File: config.mk
export PLATFORM = sky130hd
export DESIGN_NAME = hedios_tx_arbiter_flat
export DESIGN_NICKNAME = d
export VERILOG_FILES = /design/src/rtl/hedios_tx_arbiter_if.sv /design/src/rtl/hedios_tx_arbiter.sv /design/src/flat_wrapper.sv
export SDC_FILE = /design/constraint.sdc
export NUM_CORES = 1
export LEC_CHECK = 0
export CORE_ASPECT_RATIO = 1.25
export CORE_MARGIN = 2
export CORE_UTILIZATION = 30
export CTS_CLUSTER_SIZE = 24
export DETAILED_ROUTE_END_ITERATION = 8
export PLACE_DENSITY = 0.61
export SYNTH_ARGS = -nofsm -noshare
export SYNTH_HDL_FRONTEND = slang
export SYNTH_SLANG_ARGS = --single-unit
File: constraint.sdc
create_clock -name clk -period 3.3 [get_ports clk]
set_input_delay 0.495 -clock clk [delete_from_list [all_inputs] [get_ports clk]]
set_output_delay 0.495 -clock clk [all_outputs]
set_load 0.02 [all_outputs]
File: src/rtl/hedios_tx_arbiter_if.sv
// Port bundle between the Hedios frame sources and the shared UART transmit byte stream.
// The arbiter connects through the slave modport. A source/UART model connects through the master modport.
interface hedios_tx_arbiter_if #(
    parameter int N_REQ  = 2,
    parameter int DATA_W = 8
);
    logic [N_REQ-1:0]        req_valid;
    logic [N_REQ*DATA_W-1:0] req_data;
    logic [N_REQ-1:0]        req_last;
    logic [N_REQ-1:0]        req_ready;
    logic [DATA_W-1:0]       tx_data;
    logic                    tx_valid;
    logic                    tx_ready;
    logic [N_REQ-1:0]        grant;
    logic                    frame_done;
    logic                    frame_abort;

    modport master (
        output req_valid, req_data, req_last, tx_ready,
        input  req_ready, tx_data, tx_valid, grant, frame_done, frame_abort
    );

    modport slave (
        input  req_valid, req_data, req_last, tx_ready,
        output req_ready, tx_data, tx_valid, grant, frame_done, frame_abort
    );
endinterface

File: src/rtl/hedios_tx_arbiter.sv
// Round-robin frame arbiter for the Hedios UART TX stream.
// A grant lasts for one whole frame. A registered output stage drives the UART, and a stall watchdog can abort a frame.
module hedios_tx_arbiter #(
    parameter int N_REQ   = 2,
    parameter int DATA_W  = 8,
    parameter int TIMEOUT = 1024
) (
    input  logic                 clk,
    input  logic                 rst_n,
    hedios_tx_arbiter_if.slave   bus
);

    typedef enum logic {
        IDLE = 1'b0,
        BUSY = 1'b1
    } state_e;

    localparam int PTR_W = $clog2(N_REQ);
    localparam int CNT_W = (TIMEOUT > 1) ? $clog2(TIMEOUT) : 1;
    localparam logic [CNT_W-1:0] STALL_LAST = (TIMEOUT > 0) ? CNT_W'(TIMEOUT - 1) : '0;

    state_e              state_q, state_d;
    logic [N_REQ-1:0]    grant_q, grant_d;
    logic [PTR_W-1:0]    rr_ptr_q, rr_ptr_d;
    logic [DATA_W-1:0]   tx_data_q, tx_data_d;
    logic                tx_valid_q, tx_valid_d;
    logic                frame_done_q, frame_done_d;
    logic                frame_abort_q, frame_abort_d;
    logic [CNT_W-1:0]    stall_cnt_q, stall_cnt_d;

    logic [N_REQ-1:0]    req_ready_c;
    logic                out_free;
    logic                own_valid;
    logic                own_last;
    logic [DATA_W-1:0]   own_data;
    logic                xfer;
    logic                win_found;
    logic [PTR_W-1:0]    win_idx;
    logic [PTR_W-1:0]    cand;

    // While busy, rr_ptr_q always names the current owner.
    assign own_valid = bus.req_valid[rr_ptr_q];
    assign own_last  = bus.req_last[rr_ptr_q];
    assign own_data  = bus.req_data[rr_ptr_q*DATA_W +: DATA_W];
    assign out_free  = !tx_valid_q || bus.tx_ready;
    assign xfer      = (state_q == BUSY) && own_valid && out_free;

    // The search starts just after the last winner, so that winner has the lowest priority.
    always_comb begin
        win_found = 1'b0;
        win_idx   = rr_ptr_q;
        cand      = rr_ptr_q;
        for (int k = 1; k <= N_REQ; k++) begin
            cand = PTR_W'((int'(rr_ptr_q) + k) % N_REQ);
            if (!win_found && bus.req_valid[cand]) begin
                win_found = 1'b1;
                win_idx   = cand;
            end
        end
    end

    // NOTE: every signal gets a default value before any branch runs. A path that leaves a signal unassigned would infer a latch.
    always_comb begin
        state_d       = state_q;
        grant_d       = grant_q;
        rr_ptr_d      = rr_ptr_q;
        tx_data_d     = tx_data_q;
        tx_valid_d    = tx_valid_q;
        frame_done_d  = 1'b0;
        frame_abort_d = 1'b0;
        stall_cnt_d   = '0;
        req_ready_c   = '0;

        // The output stage drains on its own, whatever the state.
        if (xfer) begin
            tx_valid_d = 1'b1;
            tx_data_d  = own_data;
        end else if (out_free) begin
            tx_valid_d = 1'b0;
        end

        case (state_q)
            IDLE: begin
                if (win_found) begin
                    state_d  = BUSY;
                    grant_d  = {{(N_REQ-1){1'b0}}, 1'b1} << win_idx;
                    rr_ptr_d = win_idx;
                end
            end
            BUSY: begin
                req_ready_c[rr_ptr_q] = out_free;
                if (xfer) begin
                    if (own_last) begin
                        state_d      = IDLE;
                        grant_d      = '0;
                        frame_done_d = 1'b1;
                    end
                end else if (!own_valid && (TIMEOUT > 0)) begin
                    if (stall_cnt_q == STALL_LAST) begin
                        state_d       = IDLE;
                        grant_d       = '0;
                        frame_abort_d = 1'b1;
                    end else begin
                        stall_cnt_d = stall_cnt_q + 1'b1;
                    end
                end else begin
                    // Backpressure from the UART does not count as a source stall.
                    stall_cnt_d = stall_cnt_q;
                end
            end
            default: state_d = IDLE;
        endcase
    end

    // NOTE: sequential state uses non-blocking assignments only. Every flop then samples values from before the edge.
    always_ff @(posedge clk or negedge rst_n) begin
        if (!rst_n) begin
            state_q       <= IDLE;
            grant_q       <= '0;
            rr_ptr_q      <= PTR_W'(N_REQ - 1);
            tx_data_q     <= '0;
            tx_valid_q    <= 1'b0;
            frame_done_q  <= 1'b0;
            frame_abort_q <= 1'b0;
            stall_cnt_q   <= '0;
        end else begin
            state_q       <= state_d;
            grant_q       <= grant_d;
            rr_ptr_q      <= rr_ptr_d;
            tx_data_q     <= tx_data_d;
            tx_valid_q    <= tx_valid_d;
            frame_done_q  <= frame_done_d;
            frame_abort_q <= frame_abort_d;
            stall_cnt_q   <= stall_cnt_d;
        end
    end

    assign bus.req_ready   = req_ready_c;
    assign bus.tx_data     = tx_data_q;
    assign bus.tx_valid    = tx_valid_q;
    assign bus.grant       = grant_q;
    assign bus.frame_done  = frame_done_q;
    assign bus.frame_abort = frame_abort_q;

endmodule

File: src/flat_wrapper.sv
// flat-port wrapper written by rule: the top's interface ports become plain ports
module hedios_tx_arbiter_flat 
#(
    parameter int N_REQ   = 2,
    parameter int DATA_W  = 8,
    parameter int TIMEOUT = 1024
)
  (clk, rst_n, bus_req_valid, bus_req_data, bus_req_last, bus_tx_ready, bus_req_ready, bus_tx_data, bus_tx_valid, bus_grant, bus_frame_done, bus_frame_abort);
  hedios_tx_arbiter_if #(.N_REQ(N_REQ), .DATA_W(DATA_W)) bus_i ();
  input  logic clk;
  input  logic rst_n;
  input wire logic [$bits(bus_i.req_valid)-1:0] bus_req_valid;
  input wire logic [$bits(bus_i.req_data)-1:0] bus_req_data;
  input wire logic [$bits(bus_i.req_last)-1:0] bus_req_last;
  input wire logic [$bits(bus_i.tx_ready)-1:0] bus_tx_ready;
  output wire logic [$bits(bus_i.req_ready)-1:0] bus_req_ready;
  output wire logic [$bits(bus_i.tx_data)-1:0] bus_tx_data;
  output wire logic [$bits(bus_i.tx_valid)-1:0] bus_tx_valid;
  output wire logic [$bits(bus_i.grant)-1:0] bus_grant;
  output wire logic [$bits(bus_i.frame_done)-1:0] bus_frame_done;
  output wire logic [$bits(bus_i.frame_abort)-1:0] bus_frame_abort;
  assign bus_i.req_valid = bus_req_valid;
  assign bus_i.req_data = bus_req_data;
  assign bus_i.req_last = bus_req_last;
  assign bus_i.tx_ready = bus_tx_ready;
  assign bus_req_ready = bus_i.req_ready;
  assign bus_tx_data = bus_i.tx_data;
  assign bus_tx_valid = bus_i.tx_valid;
  assign bus_grant = bus_i.grant;
  assign bus_frame_done = bus_i.frame_done;
  assign bus_frame_abort = bus_i.frame_abort;
  hedios_tx_arbiter #(.N_REQ(N_REQ), .DATA_W(DATA_W), .TIMEOUT(TIMEOUT)) u_core (.clk(clk), .rst_n(rst_n), .bus(bus_i));
endmodule
Word level (Yosys, flattened, before mapping)
Cells that the tools add are included.
{ "totals": {"regBits": 25, "in_bits": 23, "out_inout_bits": 15, "elab_cells": 74} }
{ "op_classes": {"addsub": 3, "order_cmp": 4, "n_eq_ne": 5, "shifts": 2, "mux": 40, "n_bitwise": 2, "reduce_logical": 10} }
{ "op_table": {"columns": ["cell", "n"], "rows": [
  ["10-bit 2-to-1 mux", 4],
  ["1-bit 2-to-1 mux", 27],
  ["16-bit by 5-bit variable part select with 8-bit output", 1],
  ["2-bit 2-to-1 mux", 6],
  ["10-bit by 1-bit adder with 10-bit output (second input constant)", 1],
  ["10-bit equality test (second input constant)", 1],
  ["3-bit inequality test (second input constant)", 3],
  ["1-bit by 2-bit < comparator with 1-bit output (second input constant)", 3],
  ["1-bit logical AND", 4],
  ["2-bit one-hot mux with 2 select lines", 1],
  ["4-bit AND reduction", 1],
  ["1-bit adder (second input constant)", 2],
  ["2-bit bitwise AND", 1],
  ["1-bit logical NOT", 2],
  ["2-bit by 1-bit inequality test with 1-bit output (second input constant)", 1],
  ["1-bit one-hot mux with 2 select lines", 1],
  ["2-bit AND reduction", 1],
  ["2-bit nonzero test", 1],
  ["1-bit by 1-bit left shift with 2-bit output (first input constant)", 1],
  ["1-bit demux with 1-bit select", 1],
  ["1-bit greater-or-equal comparator (second input constant)", 1],
  ["1-bit logical OR", 1],
  ["1-bit inverter", 1]
]} }

Depth between registers and ports, before layout
Gate-level depths: netlist (run 1).
{ "depth": {"word_depth": 10, "ltp_mapped": 6, "depth_no_buf": 5} }

Worst setup path before layout (run 1)
No wires, ideal clock.
{ "synth_timing": {"path_type": "reg-to-reg", "start": "register u_core.rr_ptr_q", "end": "register u_core.grant_q[1] (netlist: u_core.bus.grant[1])", "setup_ns": 0.139, "arrival_time_ns": 1.922, "t_required_ns": 3.161, "slack_ns": 1.239, "path_stages_with_launch": 6, "n_path_buf": 1, "synth_period_minus_slack_ns": 2.061, "cell_sequence": "dfstp_2 buf_6 mux2_4 or4_4 a311oi_1 o32ai_1"} }
{ "synth_via": {"elab_chain_len": 10, "elab_cells_between_ends": 27, "classes_between": "add/sub: 2; eq/ne: 4; shift: 1; mux: 15; reduce/logical: 5"} }
{ "synth_rtl": {"columns": ["item", "line", "text"], "rows": [
  ["start: declaration", "hedios_tx_arbiter.sv:24", "logic [PTR_W-1:0] rr_ptr_q, rr_ptr_d;"],
  ["start signal: assignment", "hedios_tx_arbiter.sv:120", "rr_ptr_q <= PTR_W'(N_REQ - 1);"],
  ["start signal: assignment", "hedios_tx_arbiter.sv:129", "rr_ptr_q <= rr_ptr_d;"],
  ["1-bit adder", "hedios_tx_arbiter.sv:54", "cand = PTR_W'((int'(rr_ptr_q) + k) % N_REQ);"],
  ["1-bit 2-to-1 mux (implied by the code) (2 in series)", "hedios_tx_arbiter.sv:55", "if (!win_found && bus.req_valid[cand]) begin"],
  ["1-bit 2-to-1 mux", "hedios_tx_arbiter.sv:55", null],
  ["1-bit logical NOT", "hedios_tx_arbiter.sv:55", null],
  ["1-bit logical AND", "hedios_tx_arbiter.sv:55", null],
  ["1-bit 2-to-1 mux", "hedios_tx_arbiter.sv:55", null],
  ["1-bit by 1-bit left shift with 2-bit output", "hedios_tx_arbiter.sv:86", "grant_d = {{(N_REQ-1){1'b0}}, 1'b1} << win_idx;"],
  ["2-bit 2-to-1 mux", "hedios_tx_arbiter.sv:84", "if (win_found) begin"],
  ["2-bit one-hot mux with 2 select lines", "hedios_tx_arbiter.sv:82", "case (state_q)"],
  ["end signal: assignment", "hedios_tx_arbiter.sv:128", "grant_q <= grant_d;"],
  ["end: declaration", "hedios_tx_arbiter.sv:23", "logic [N_REQ-1:0] grant_q, grant_d;"]
]} }
Several ways; a longest one is shown, not always the timed one. The select of a mux whose other input is x is not followed.
A chain may end at the register's enable or synchronous reset.

Worst setup path after layout (run 1)
{ "layout_timing": {"start": "input bus_tx_ready", "end": "output bus_req_ready[0]"} }
{ "layout_via": {"elab_chain_len": 3} }
{ "layout_rtl": {"columns": ["item", "line", "text"], "rows": [
  ["start: declaration", "flat_wrapper.sv:15", "input wire logic [$bits(bus_i.tx_ready)-1:0] bus_tx_ready;"],
  ["1-bit logical OR", "hedios_tx_arbiter.sv:45", "assign out_free = !tx_valid_q || bus.tx_ready;"],
  ["2-bit bitwise AND (no line)", null, null],
  ["2-bit 2-to-1 mux", "hedios_tx_arbiter.sv:82", null],
  ["end: declaration", "flat_wrapper.sv:16", "output wire logic [$bits(bus_i.req_ready)-1:0] bus_req_ready;"]
]} }
No other way between the ends.

==> results.py, run 1 <==
metrics = {
    "final_layout": {
        "final_cell_mix": "sky130_fd_sc_hd__clkdlybuf4s50_1 (37), sky130_fd_sc_hd__dfrtp_1 (24), sky130_fd_sc_hd__nand2_1 (17)",
        "fraction_of_layout_instances_using_a_drive_strength_above_1_pct": 6.40,
        "layout-area-overhead-vs-synth_pct": 35.2,
        "number_of_nets_in_the_layout": 197,
        "total_area_of_multi_input_combinational_cells_um2": 637,
        "total_area_of_sequential_cells_um2": 627,
        "layout.cells.most_common": "sky130_fd_sc_hd__clkdlybuf4s50_1",
        "layout.filler_cells": 431,
        "antenna-diode-count": 0,
    },
    "setup_path": {
        "worstSetupEndpointType": "output pin",
        "crit_arrival_ns": 2.02,
        "reg2reg_setup_slack_ns": 0.96,
        "kind_of_launch_point_of_the_worst_setup_path": "primary input",
        "worst_ep_required_time_ns": 2.80,
        "cp_endpoint": "bus_req_ready[0]",
        "worst_path_largest_cell_delay_ns": 0.61,
        "timing.critical_path.from": "bus_tx_ready",
        "crit-reg2reg-launch": "u_core.rr_ptr_q$_DFFE_PN1P_",
        "path_class": "primary input to output pin",
        "critPathSlowestCell": "sky130_fd_sc_hd__clkdlybuf4s50_1",
        "crit_chain": "clkdlybuf4s50_1 -> nand2b_1 -> and3_1 -> clkdlybuf4s50_1",
        "worst_r2r_path_depth": 4,
        "critical_path.max_fanout": 8,
        "critical-path-top-cell-by-count": "sky130_fd_sc_hd__clkdlybuf4s50_1",
        "critical_path.reg2reg.endpoint": "u_core.bus.grant[1]$_DFFE_PN0P_",
    },
    "sta": {
        "timing.final.hold_violations": 0,
        "finalWorstSetupSlack_ns": 0.788,
        "setup_viol_count_final": 0,
        "post-route-min-period_ns": 2.51,
        "unrepaired_setup_endpoints_after_global_routing": "no",
        "timing.clock.skew_ns": 0.000754,
        "max_freq_ghz": 0.398,
        "setup_tns_ns": 0,
        "maxSlewViolCount": 0,
        "max-slew-margin-rel_pct": 52.3,
        "tightest_slew_ns": 0.696,
        "final_min_period_over_clock_period_pct": 76.1,
    },
    "route": {
        "detailed_route_wire_length_per_cell_um": 13.4,
        "drc_violations": 0,
        "dr.first_iter.drc_count": 20,
        "drt_first_pass_iters": 4,
        "drt-vias-per-instance": 5.09,
        "postRouteAntennaNets": 0,
        "detail_route.wirelength_um": 3050,
        "route.vias.total": 1161,
    },
    "logic_synthesis": {
        "post_synth.cell_area_avg_um2": 9.68,
        "async_flop_share_pct": 100,
        "postSynthCellCount": 136,
        "ys_warn_count": 0,
        "synth_nets": 160,
        "ys_dominant_reg_cell": "sky130_fd_sc_hd__dfrtp_1",
        "synth-seq-area-share_pct": 47.6,
        "yosysUniqueCellTypes": 38,
        "synth_edf_count": 0,
        "register_bit_total_from_synthesis": 25,
        "synth.cell_area_mm2": 0.00132,
    },
    "power_and_ir_drop": {
        "clock_power_share_pct": 13.7,
        "leakagePower_uw": 0.000785,
        "vdd_ir_drop_max_mv": 0.312,
        "power_per_cell_area_mw_per_mm2": 734,
        "sw_frac_of_total_pct": 39.4,
        "switchingPower_uw": 515,
        "seq_power_share_pct": 38.9,
        "intPower_uw": 792,
        "power.share.combinational_pct": 47.4,
    },
    "floorplanning": {
        "floorplan.core_area_mm2": 0.00416,
        "core.rowCount": 26,
        "die-height_um": 78.1,
        "die_w_um": 63.2,
        "ios": 38,
        "initial_utilization_pct": 31.6,
        "die_outline_area_mm2": 0.00494,
    },
    "grt": {
        "global_route_wire_length_before_repair_um": 5350,
        "grt_pass1_vias": 1213,
        "grt_max_degree": 26,
        "gr-total-overflow": 0,
        "gr-usage-all-layers_pct": 13.3,
        "grt_antenna_before_repair": 0,
    },
    "clock_tree": {
        "holdBufCountCts": 0,
        "cts_tree": "done",
        "cts_resized": 0,
        "tritoncts_buffers": 3,
        "cts_setup_buffers": 0,
        "clock-root-buffer": "sky130_fd_sc_hd__clkbuf_8",
        "htreeDepth": 1,
        "clk_pin_slew_ns": 0.08,
        "numClockSinks": 25,
        "cts_buffer_depth": 2,
        "clock_latency_late_sink_ns": 0.26,
    },
    "placement": {
        "count_of_input_and_output_buffers": 37,
        "gp_congestion": 0.819,
        "detailed_place_hpwl_um": 2350,
        "preCtsSetupSlack_ns": 0.738,
    },
    "hold_path": {
        "hold_path.class": "flip-flop to flip-flop",
        "hold_path_startpoint": "u_core.bus.tx_data[0]$_DFFE_PN0P_",
    },
    "run": {
        "cap_viol_max_count": 0,
    },
    "run_status": {
        "run_status": "finished, final reports clean",
    },
}
## through the flow
step	std cells	power (uW)	hold slack (ns)	utilization (%)	cell area (um^2)
final	228	1310	0.489	42.7	1780
after global routing	228	1410	0.538	42.7	1780
after CTS	228	1330	0.497	42.7	1780
after detailed placement	224	1140	0.477	41.6	1730
after global placement	224	1130	0.465	41.6	1730
after floorplan	136	885	0.199	-	1320
## kinds of logic after synthesis
group	share of synthesized area (%)
AOI/OAI and AO/OA	17.2
xor gates and xnor gates	0.666
adders and majority gates	0.950
buffers and inverters	3.99
DFF	47.6
muxes	9.70
and+or+nand+nor	19.9
## area by class of cell
class	count	share of cell area (%)
clock buffer	4	2.53
inverter	6	1.27
multi-input combinational	99	35.8
sequential	25	35.2
tap	56	3.94
timing repair buffer	38	21.2
## flip-flops by register name, summed over array words and instances, names as in the netlist
signal,flops
u_core.rr_ptr_q,1
u_core.bus.grant,2
u_core.bus.tx_valid,1
u_core.bus.frame_abort,1
u_core.state_q,1
u_core.stall_cnt_q,10
u_core.bus.tx_data,8
u_core.bus.frame_done,1
## worst min path at each step
stage | slack, ns | endpoint | cells after the start
global route | 0.54 | u_core.bus.tx_data[0]$_DFFE_PN0P_ | 2
detailed placement | 0.48 | u_core.bus.tx_data[0]$_DFFE_PN0P_ | 2
finish | 0.49 | u_core.bus.tx_data[0]$_DFFE_PN0P_ | 2
CTS | 0.50 | u_core.bus.tx_data[0]$_DFFE_PN0P_ | 2
global placement | 0.47 | u_core.bus.tx_data[7]$_DFFE_PN0P_ | 2
floorplan | 0.20 | u_core.bus.frame_abort$_DFF_PN0_ | 0
## synth_stat cells (all sizes together) (2+ instances only)
cell / n / area share [%]
dfrtp: 24 / 46
nand2: 17 / 4.8
o21ai: 11 / 4.2
mux2i: 9 / 6.8
nor2: 7 / 2.0
a21oi: 6 / 2.3
inv: 6 / 1.7
clkbuf: 5 / 1.4
nand3: 5 / 1.9
and3: 4 / 1.9
a31oi: 3 / 1.4
mux2: 3 / 2.9
or4: 3 / 2.0
a21o: 2 / 1.1
a22o: 2 / 1.3
a31o: 2 / 1.3
and2: 2 / 0.95
and4: 2 / 1.3
nand4: 2 / 0.95
nor3: 2 / 0.76
o211ai: 2 / 1.1
o32ai: 2 / 1.3
or3: 2 / 0.95
## worst max-delay path: cells and delay by family
kind	cells	cell delay [ns]
AND/OR/NAND/NOR	2	0.44
buffers and inverters	2	1.08
## power by group through the flow
stage,sequential (uW),clock (uW),combinational (uW)
after global routing,528,199,685
after global placement,511,0,619
after detailed placement,514,0,626
final,508,179,619
after floorplan,538,0,347
after CTS,510,187,630
## metal layers
metal  part of all wire, %  global-route usage, %
met2                    50                   24.8
met4                   1.6                   4.78
met1                    42                   15.0
met3                   6.2                   2.72
met5                     0                      0
(Power assumes the default switching activity.)
==> inputs of run 2 (changes only) <==
--- a/config.mk
+++ b/config.mk
@@ -10,7 +10,7 @@
 export CORE_UTILIZATION = 30
 export CTS_CLUSTER_SIZE = 24
 export DETAILED_ROUTE_END_ITERATION = 8
-export PLACE_DENSITY = 0.61
+export PLACE_DENSITY = 0.63
 export SYNTH_ARGS = -nofsm -noshare
 export SYNTH_HDL_FRONTEND = slang
 export SYNTH_SLANG_ARGS = --single-unit
==> constraint.sdc (replaced) <==
create_clock -name clk -period 2.1 [get_ports clk]
set_input_delay 0.315 -clock clk [delete_from_list [all_inputs] [get_ports clk]]
set_output_delay 0.315 -clock clk [all_outputs]
set_load 0.02 [all_outputs]
==> results.py, run 2 (synthesis gave the netlist of run 1 again) <==
metrics = {
    "run_status": {
        "run_status": "finished, final reports clean",
    },
    "power_and_ir_drop": {
        "sw_frac_of_total_pct": 39.7,
        "switchingPower_uw": 845,
        "leakagePower_uw": 0.000830,
        "totalPowerFinal_uw": 2130,
        "seq_power_share_pct": 35.4,
        "intPower_uw": 1280,
        "power_per_cell_area_mw_per_mm2": 1160,
        "vdd_ir_drop_max_mv": 0.575,
        "clock_power_share_pct": 13.5,
        "power.share.combinational_pct": 51.2,
    },
    "clock_tree": {
        "clk_pin_slew_ns": 0.09,
        "holdBufCountCts": 0,
        "clock-root-buffer": "sky130_fd_sc_hd__clkbuf_8",
        "cts_buffer_depth": 2,
        "cts_tree": "done",
        "htreeDepth": 1,
        "numClockSinks": 25,
        "tritoncts_buffers": 3,
        "cts_setup_buffers": 0,
        "clock_latency_late_sink_ns": 0.27,
    },
    "setup_path": {
        "worstSetupEndpointType": "flip-flop",
        "path_class": "flip-flop to flip-flop",
        "kind_of_launch_point_of_the_worst_setup_path": "flip-flop",
        "critical_path.max_fanout": 2,
        "worst_ep_required_time_ns": 2.24,
        "crit_arrival_ns": 2.12,
    },
    "floorplanning": {
        "die-height_um": 78.1,
        "core.rowCount": 26,
        "ios": 38,
        "initial_utilization_pct": 31.6,
        "die_outline_area_mm2": 0.00494,
        "die_w_um": 63.2,
        "floorplan.core_area_mm2": 0.00416,
    },
    "route": {
        "route.vias.total": 1223,
        "detailed_route_wire_length_per_cell_um": 13.9,
        "drt-vias-per-instance": 5.20,
        "postRouteAntennaNets": 0,
        "detail_route.wirelength_um": 3270,
        "drc_violations": 0,
        "drt_first_pass_iters": 4,
        "dr.first_iter.drc_count": 19,
    },
    "final_layout": {
        "fraction_of_layout_instances_using_a_drive_strength_above_1_pct": 11.2,
        "layout-area-overhead-vs-synth_pct": 39.8,
        "layout.cells.most_common": "sky130_fd_sc_hd__clkdlybuf4s50_1",
        "final_cell_mix": "sky130_fd_sc_hd__clkdlybuf4s50_1 (35), sky130_fd_sc_hd__dfrtp_1 (24), sky130_fd_sc_hd__nand2_1 (17)",
        "total_area_of_multi_input_combinational_cells_um2": 643,
        "largest_register_ffs": 10,
        "final_cell_area_mm2": 0.00184,
        "top_register": "u_core.stall_cnt_q",
        "layout.filler_cells": 444,
        "number_of_nets_in_the_layout": 204,
        "total_area_of_sequential_cells_um2": 627,
        "antenna-diode-count": 0,
    },
    "sta": {
        "timing.final.hold_violations": 0,
        "final_min_period_over_clock_period_pct": 94.1,
        "unrepaired_setup_endpoints_after_global_routing": "no",
        "tightest_slew_ns": 0.375,
        "finalWorstSetupSlack_ns": 0.124,
        "final.hold.worst_slack_ns": 0.408,
        "timing.clock.skew_ns": 0.00676,
        "setup_viol_count_final": 0,
        "setup_tns_ns": 0,
        "maxSlewViolCount": 0,
        "max-slew-margin-rel_pct": 74.3,
        "max_freq_ghz": 0.506,
        "post-route-min-period_ns": 1.98,
    },
    "grt": {
        "gr-total-overflow": 0,
        "grt_max_degree": 26,
        "grt_pass1_vias": 1248,
        "grt_antenna_before_repair": 0,
        "global_route_wire_length_before_repair_um": 5410,
        "gr-usage-all-layers_pct": 13.5,
    },
    "hold_path": {
        "hold_path.class": "primary input to asynchronous set/reset pin",
    },
    "placement": {
        "gp_congestion": 0.774,
        "preCtsSetupSlack_ns": -0.115,
        "detailed_place_hpwl_um": 2480,
        "dpl-instance-area_mm2": 0.00179,
        "count_of_input_and_output_buffers": 37,
    },
    "run": {
        "cap_viol_max_count": 0,
    },
}
run 2: cell types whose count changed in the layout (fill, tap and decap cells not counted):
| cell | change |
|---|---|
| sky130_fd_sc_hd__a311oi_1 | -1 |
| sky130_fd_sc_hd__buf_6 | +1 |
| sky130_fd_sc_hd__a311oi_2 | +1 |
| sky130_fd_sc_hd__dlygate4sd2_1 | +2 |
| sky130_fd_sc_hd__clkinv_2 | +1 |
| sky130_fd_sc_hd__clkdlybuf4s50_1 | -2 |
| sky130_fd_sc_hd__buf_4 | +6 |
| sky130_fd_sc_hd__clkbuf_1 | -1 |
run 2: repair_timing:
item,CTS,global route
resized for setup,3,1
hold endpoints to repair,0,0
endpoints found under the setup margin,2,2
run 2: metrics by stage:
stage	std cells	util, %
after floorplan	136	-
after global placement	231	42.9
after detailed placement	231	42.9
after CTS	235	44.1
after global routing	235	44.2
final	235	44.2
run 2: worst max-delay path, cell delays in order (launching register included):
cell	delay (ns)
sky130_fd_sc_hd__dfstp_2	0.56
sky130_fd_sc_hd__mux2_4	0.31
sky130_fd_sc_hd__or4_4	0.55
sky130_fd_sc_hd__a311oi_2	0.31
sky130_fd_sc_hd__o32ai_1	0.13
run 2: power groups by stage:
stage | Combinational, uW | Clock [uW] | Sequential, uW
after global routing | 1180 | 317 | 776
after global placement | 1080 | 0 | 747
after floorplan | 546 | 0 | 846
after detailed placement | 1100 | 0 | 751
final | 1090 | 286 | 752
after CTS | 1090 | 295 | 752
run 2: routing by layer:
metal	global-route usage (%)	vias up	routed length (um)
li1	-	583	-
met1	13.8	582	1250
met2	27.1	54	1750
met3	2.58	4	231
met4	3.91	0	33
met5	0	-	0
run 2: final cells by class:
cell class / count / share of cell area (%)
repair buffers: 45 / 23.5
clock inverters: 1 / 0.272
multi-input cells: 99 / 34.9
clock buffers: 3 / 2.24
flip-flops and latches: 25 / 34.1
inverters: 6 / 1.22
well taps: 56 / 3.81
run 2: path summary, 6_finish.rpt:
kind,from,to,slack (ns),cells past startpoint
min in group clk,u_core.bus.tx_data[5]$_DFFE_PN0P_,u_core.bus.tx_data[5]$_DFFE_PN0P_,0.50,2
hold reg to reg,u_core.bus.tx_data[5]$_DFFE_PN0P_,u_core.bus.tx_data[5]$_DFFE_PN0P_,0.50,2
max in group asynchronous,rst_n,u_core.rr_ptr_q$_DFFE_PN1P_,1.39,2
setup reg to reg,u_core.rr_ptr_q$_DFFE_PN1P_,u_core.bus.grant[1]$_DFFE_PN0P_,0.12,4
hold / removal,rst_n,u_core.bus.tx_data[6]$_DFFE_PN0P_,0.41,2
setup / recovery,u_core.rr_ptr_q$_DFFE_PN1P_,u_core.bus.grant[1]$_DFFE_PN0P_,0.12,4
